`src/rtl/branch_ctrl.sv`:
```
// Program sequencer: owns the PC, resolves conditional branches through a
// loadable target table and runs the Start/Done handshake with the harness.
//
// state | meaning
// ------+--------------------------------------------------------------
// IDLE  | waiting for Start, PC held at 0
// RUN   | fetching: halt, taken branch or sequential PC advance
// DONE  | halted, PC frozen until Start is released
module branch_ctrl #(
  parameter int PC_W   = 10,
  parameter int LUT_AW = 4
) (
  input  logic              Clk,
  input  logic              Res,
  input  logic              Start,
  input  logic              Halt,
  input  logic              BrEn,
  input  logic [2:0]        BrCond,
  input  logic [LUT_AW-1:0] BrIdx,
  input  logic              Carry,
  input  logic              SCarry,
  input  logic              gtFlag,
  input  logic              LutWe,
  input  logic [LUT_AW-1:0] LutAddr,
  input  logic [PC_W-1:0]   LutData,
  output logic [PC_W-1:0]   PC,
  output logic              Taken,
  output logic              FlagClr,
  output logic              Busy,
  output logic              Done
);

  localparam int LUT_N = 2 ** LUT_AW;

  typedef enum logic [1:0] {
    IDLE = 2'd0,
    RUN  = 2'd1,
    DONE = 2'd2
  } state_t;

  state_t          state, state_nxt;
  logic [PC_W-1:0] pc_nxt;
  logic            taken_nxt;
  logic            cond_true;
  logic            br_take;
  logic [PC_W-1:0] lut [LUT_N];

  always_comb begin
    cond_true = 1'b0;
    case (BrCond)
      3'b000:  cond_true = 1'b1;
      3'b001:  cond_true = Carry;
      3'b010:  cond_true = !Carry;
      3'b011:  cond_true = SCarry;
      3'b100:  cond_true = gtFlag;
      3'b101:  cond_true = !gtFlag;
      3'b110:  cond_true = Carry | gtFlag;
      default: cond_true = 1'b0;
    endcase
  end

  // Halt has priority, so a halting instruction never consumes the flags.
  assign br_take = (state == RUN) && BrEn && !Halt && cond_true;
  assign FlagClr = br_take;
  assign Busy    = (state == RUN);
  assign Done    = (state == DONE);

  always_ff @(posedge Clk or negedge Res) begin
    if (!Res) begin
      state <= IDLE;
      PC    <= '0;
      Taken <= 1'b0;
    end else begin
      state <= state_nxt;
      PC    <= pc_nxt;
      Taken <= taken_nxt;
    end
  end

  always_comb begin
    state_nxt = state;
    pc_nxt    = PC;
    taken_nxt = 1'b0;
    case (state)
      IDLE: begin
        pc_nxt = '0;
        if (Start) state_nxt = RUN;
      end
      RUN: begin
        if (Halt) begin
          state_nxt = DONE;
        end else if (br_take) begin
          pc_nxt    = lut[BrIdx];
          taken_nxt = 1'b1;
        end else begin
          pc_nxt = PC + PC_W'(1);
        end
      end
      DONE: begin
        if (!Start) begin
          state_nxt = IDLE;
          pc_nxt    = '0;
        end
      end
      default: begin
        state_nxt = IDLE;
        pc_nxt    = '0;
      end
    endcase
  end

  // Branch reads the combinational table output, so a same-edge write lands
  // after the read and the branch sees the old entry.
  always_ff @(posedge Clk or negedge Res) begin
    if (!Res) begin
      for (int i = 0; i < LUT_N; i++) lut[i] <= '0;
    end else if (LutWe) begin
      lut[LutAddr] <= LutData;
    end
  end

endmodule

```
`config.mk`:
```
export PLATFORM = sky130hd
export DESIGN_NAME = branch_ctrl
export DESIGN_NICKNAME = d
export VERILOG_FILES = /design/src/rtl/branch_ctrl.sv
export SDC_FILE = /design/constraint.sdc
export NUM_CORES = 1
export LEC_CHECK = 0
export ABC_AREA = 1
export ABC_CLOCK_PERIOD_IN_PS = 1790
export CAP_MARGIN = 20
export CORE_MARGIN = 2
export CORE_UTILIZATION = 40
export DETAILED_ROUTE_END_ITERATION = 7
export HOLD_SLACK_MARGIN = 0.15
export PLACE_DENSITY = 0.63
export SLEW_MARGIN = 20
export SYNTH_ARGS = -nofsm -noshare
export SYNTH_HDL_FRONTEND = slang
export SYNTH_SLANG_ARGS = --single-unit
```
`constraint.sdc`:
```
create_clock -name Clk -period 1.79 [get_ports Clk]
set_input_delay 0.358 -clock Clk [delete_from_list [all_inputs] [get_ports Clk]]
set_output_delay 0.358 -clock Clk [all_outputs]
set_load 0.01 [all_outputs]
```
## Word-level counts from Yosys, hierarchy flattened

Cells that the tools add are included.

| word-level totals | value |
|---|---|
| bits in registers | 173 |
| input port bits | 30 |
| output and inout bits | 14 |
| word-level logic and storage cells | 67 |

| cells by class | value |
|---|---|
| $add $sub $neg | 1 |
| magnitude comparators | 3 |
| equal/unequal tests | 12 |
| muxes and demuxes | 18 |
| bitwise gates (word level) | 3 |
| reductions and logical operators | 11 |

Operators by type and width:

| operator | count |
|---|---|
| bitwise mux 160 bit | 1 |
| two-way mux 10 bit | 6 |
| binary-select mux 10 bit (select 4 bit) | 1 |
| demux 10 bit (select 4 bit) | 1 |
| one-hot mux 10 bit (2 select lines) | 1 |
| adder 10 x 1 -> 10 bit (second input constant) | 1 |
| greater-or-equal comparator 5 bit (second input constant) | 2 |
| NOT 4 -> 5 bit | 2 |
| equality test 3 bit (second input constant) | 3 |
| inequality test 2 bit (second input constant) | 4 |
| one-hot mux 1 bit (7 select lines) | 1 |
| equality test 3 x 2 -> 1 bit (second input constant) | 2 |
| two-way mux 2 bit | 3 |
| one-hot mux 2 bit (3 select lines) | 1 |
| < comparator 5 x 1 -> 1 bit (second input constant) | 1 |
| logical AND 1 bit | 4 |
| equality test 3 x 1 -> 1 bit (second input constant) | 1 |
| logical NOT 1 bit | 3 |
| logical NOT 3 bit | 1 |
| two-way mux 1 bit | 3 |
| AND reduction 3 bit | 1 |
| equality test 2 x 1 -> 1 bit (second input constant) | 1 |
| equality test 2 bit (second input constant) | 1 |
| logical NOT 2 bit | 1 |
| other kinds (2) | 2 |

## Logic depth before layout (Yosys ltp)

| logic depth | value |
|---|---|
| depth in word-level cells | 7 |
| depth in mapped cells | 11 |

## Worst setup path after synthesis

OpenSTA, ideal clock, no wires.

| timing path | value |
|---|---|
| kind | register to output |
| start point | register state[1] |
| end point | output port FlagClr |
| arrival | 1.044 ns |
| data required time | 1.432 ns |
| path slack | 0.388 ns |
| stages on the path, launching flop included | 7 |
| buffers on the path | 1 |
| cells stage by stage | dfrtp_1 nor2_4 nand2_2 nor2_2 nand3_2 inv_1 buf_4 |

| on the way | value |
|---|---|
| cells in the longest elaborated chain, start to end | 4 |

RTL lines:

| element | RTL line | source |
|---|---|---|
| start: declaration | 41 | `state_t state, state_nxt;` |
| start signal: assignment | 74 | `state <= state_nxt;` |
| equality test 2 x 1 -> 1 bit | - |  |
| via Busy | 29 | `output logic Busy,` |
| logical AND 1 bit (3 in a row) | 63 | `assign br_take = (state == RUN) && BrEn && !Halt && cond_true;` |
| end: declaration | 28 | `output logic FlagClr,` |

The timed path passes the listed nets, and every way through them passes these cells.

## Worst setup path in the final report

| timing path | value |
|---|---|
| start point | register state[1] |
| end point | output port FlagClr |

| on the way | value |
|---|---|
| cells in the longest elaborated chain, start to end | 4 |

RTL lines:

| element | RTL line |
|---|---|
| equality test 2 x 1 -> 1 bit | 63 |
| logical AND 1 bit (3 in a row) | 63 |

No other way between the ends.

==> results.py <==
metrics = {
    "timing": {
        "tightest_slew_ps": 482,
        "setup_viol_count_final": 1,
        "final.min_clock_period_ps": 1800,
        "rsz0062_at_grt": "yes",
        "hold_viol_final": 0,
        "fin_ws_ps": -12.9,
        "post-route-period-util": 1.01,
        "finalSetupTns_ps": -12.9,
        "drv_slew": 0,
        "max_freq_ghz": 0.555,
        "max-slew-margin-rel": 0.678,
        "fin_skew_ps": 10.8,
        "hold_ws_ps": 366,
    },
    "routing": {
        "firstDrtPassIters": 5,
        "avgViaCountPerCell": 5.14,
        "drt_iter0_drc": 621,
        "wl_per_cell_um": 16.2,
        "drc": 0,
        "ant_nets": 0,
        "dr_total_vias": 6918,
        "wl_mm": 21.8,
    },
    "synth": {
        "avgSynthCellArea_sq_um": 7.98,
        "yosysSeqAreaShare": 0.535,
        "synth.most_common_cell": "nand2_1",
        "synth_cell_type_count": 27,
        "ys.flop_type": "dfrtp_1",
        "yosysTopAreaCellShare": 0.535,
        "synth-edff-count": 0,
        "netlist_area_sq_um": 8100,
        "yosys.area.top_type": "dfrtp_1",
        "synth_nets": 1045,
        "synth-seq-cells": 173,
        "yosysWarningCount": 0,
        "synth_area_leaders": "dfrtp_1, nand2_1, o21ai_0",
        "synthArstFlopShare": 1.00,
        "yosys-top-cells-count": "nand2_1, dfrtp_1, o21ai_0",
        "synthesis.instances": 1014,
    },
    "job": {
        "maxCapViolCount": 0,
    },
    "layout": {
        "layout.nets": 1093,
        "final_area_sq_um": 9770,
        "drive_above_1_share": 0.0986,
        "layout.cells.non_filler": 1345,
        "post-route-util": 0.488,
        "syn_to_final_growth_pct": 20.7,
        "diodes": 0,
    },
    "clock_network": {
        "cts_buffer_depth": 2,
        "cts_sinks": 173,
        "cts_buffers": 17,
        "cts_tree": "yes",
        "clk_pin_slew_ps": 60,
        "cts_root_buf": "clkbuf_16",
        "htree_levels": 4,
        "clk_latency_ps": 440,
    },
    "pwr": {
        "irDropWorstVdd_uv": 573,
        "cellPowerDensity_nw_per_um2": 1130,
        "power_mw": 11.1,
        "power_leakage_nw": 4.65,
    },
    "floorplanning": {
        "rows": 52,
        "dieArea_sq_um": 21400,
        "die_y_um": 146,
        "core_region_area_sq_um": 20000,
        "start_util": 0.404,
        "fp.dieW_um": 146,
        "top_level_ports": 44,
    },
    "setup_path": {
        "crit_family": "simple AND/OR/NAND/NOR gates",
        "critical_path_required_ps": 1430,
        "worstPathCellList": "nor2_4 > nand2_2 > nor2_2 > nand3_2 > inv_2 > buf_6",
        "crit_slowest_cell": "dfrtp_1",
        "cp.arrival_ps": 1440,
        "worst-setup-path-type": "reg -> out",
        "path_max_fanout": 2,
        "slowest_delay_ps": 410,
        "crit_buf_inv": 2,
        "reg2reg_slack_ps": 280,
        "worstSetupStartpointType": "register",
        "critPathCaptureType": "output port",
    },
    "grt": {
        "antenna_found_initial": 0,
        "grt_pass1_wl_mm": 35.9,
        "grt_start_max_net_pins": 79,
        "first_global_vias": 6624,
        "grt_overflow": 0,
        "track_usage": 0.214,
    },
    "place": {
        "port_buffers": 43,
        "dp_hpwl_mm": 14.2,
        "routabilityCongestion": 0.828,
        "dp_slack_ps": -400,
        "postPlaceCellArea_sq_um": 9080,
        "dp_cells": 1305,
    },
    "hold_path": {
        "hold_path_class": "in -> async",
    },
    "status": {
        "violations": "negative setup slack",
        "outcome": "finished with violations",
    },
}
layer usage:
metal / vias to the layer above / track usage / share of wire
met1: 3287 / 0.308 / 0.47
met4: 0 / 0.0709 / 0.019
li1: 3405 / - / -
met2: 197 / 0.330 / 0.45
met3: 29 / 0.0388 / 0.055
met5: - / 0 / 0
cell type report:
| type | instances | area (sq um) |
|---|---|---|
| repair buffers | 104 | 1090 |
| multi-input cells | 716 | 3210 |
| clock inverters | 10 | 135 |
| inverters | 50 | 188 |
| fillers | 1982 | 10300 |
| well taps | 270 | 338 |
| clock buffers | 22 | 484 |
| flip-flops and latches | 173 | 4330 |
final timing paths:
check | cells past startpoint | to | start
max | 6 | FlagClr | state[1]
min | 2 | lut[80] | Res
max reg2reg | 8 | PC[8] | PC[0]
min reg2reg | 2 | lut[32] | lut[32]
max in group asynchronous | 3 | lut[119] | Res
min in group Clk | 2 | lut[32] | lut[32]
power breakdown:
group / internal [mW] / switching (mW) / total [mW]
logic: 0.885 / 1.16 / 2.04
clock network: 2.34 / 1.54 / 3.88
registers: 4.72 / 0.421 / 5.14
what timing repair did:
| item | 4_1_cts | 5_1_grt |
|---|---|---|
| buffers inserted | 4 | 3 |
| hold buffers | 1 | 0 |
| gates resized for setup | 7 | 7 |
| setup endpoints to repair | 7 | 7 |
| pin swaps | 2 | 3 |
| endpoints found under the hold margin | 50 | 0 |
registers in the layout, summed over array words and instances, names as in the netlist:
signal / cells
Taken: 1
lut: 160
state: 2
PC: 10
logic make-up after synthesis:
family,share of synthesized area
compound gates,0.124
fa+ha+maj,0.00155
xor+xnor,0.00541
flops,0.535
simple gates,0.265
buf+inv,0.0686
cells in the final DEF, fill, tap and decap left out, drive strengths merged:
master         instances
nand4                  2
dlygate4sd2            2
dlygate4sd3            1
buf                   63
nand2                328
dfrtp                173
a22o                   1
dlymetal6s2s           5
clkinv                 7
xnor2                  4
a21oi                 22
nand3b                 2
bufinv                 3
a21o                   1
inv                   49
nor3                   1
clkdlybuf4s50         33
nand3                156
nor2                  21
o21ai                176
xor2                   1
clkbuf                22
ha                     1
clkinvlp               1
(Power assumes the default switching activity.)
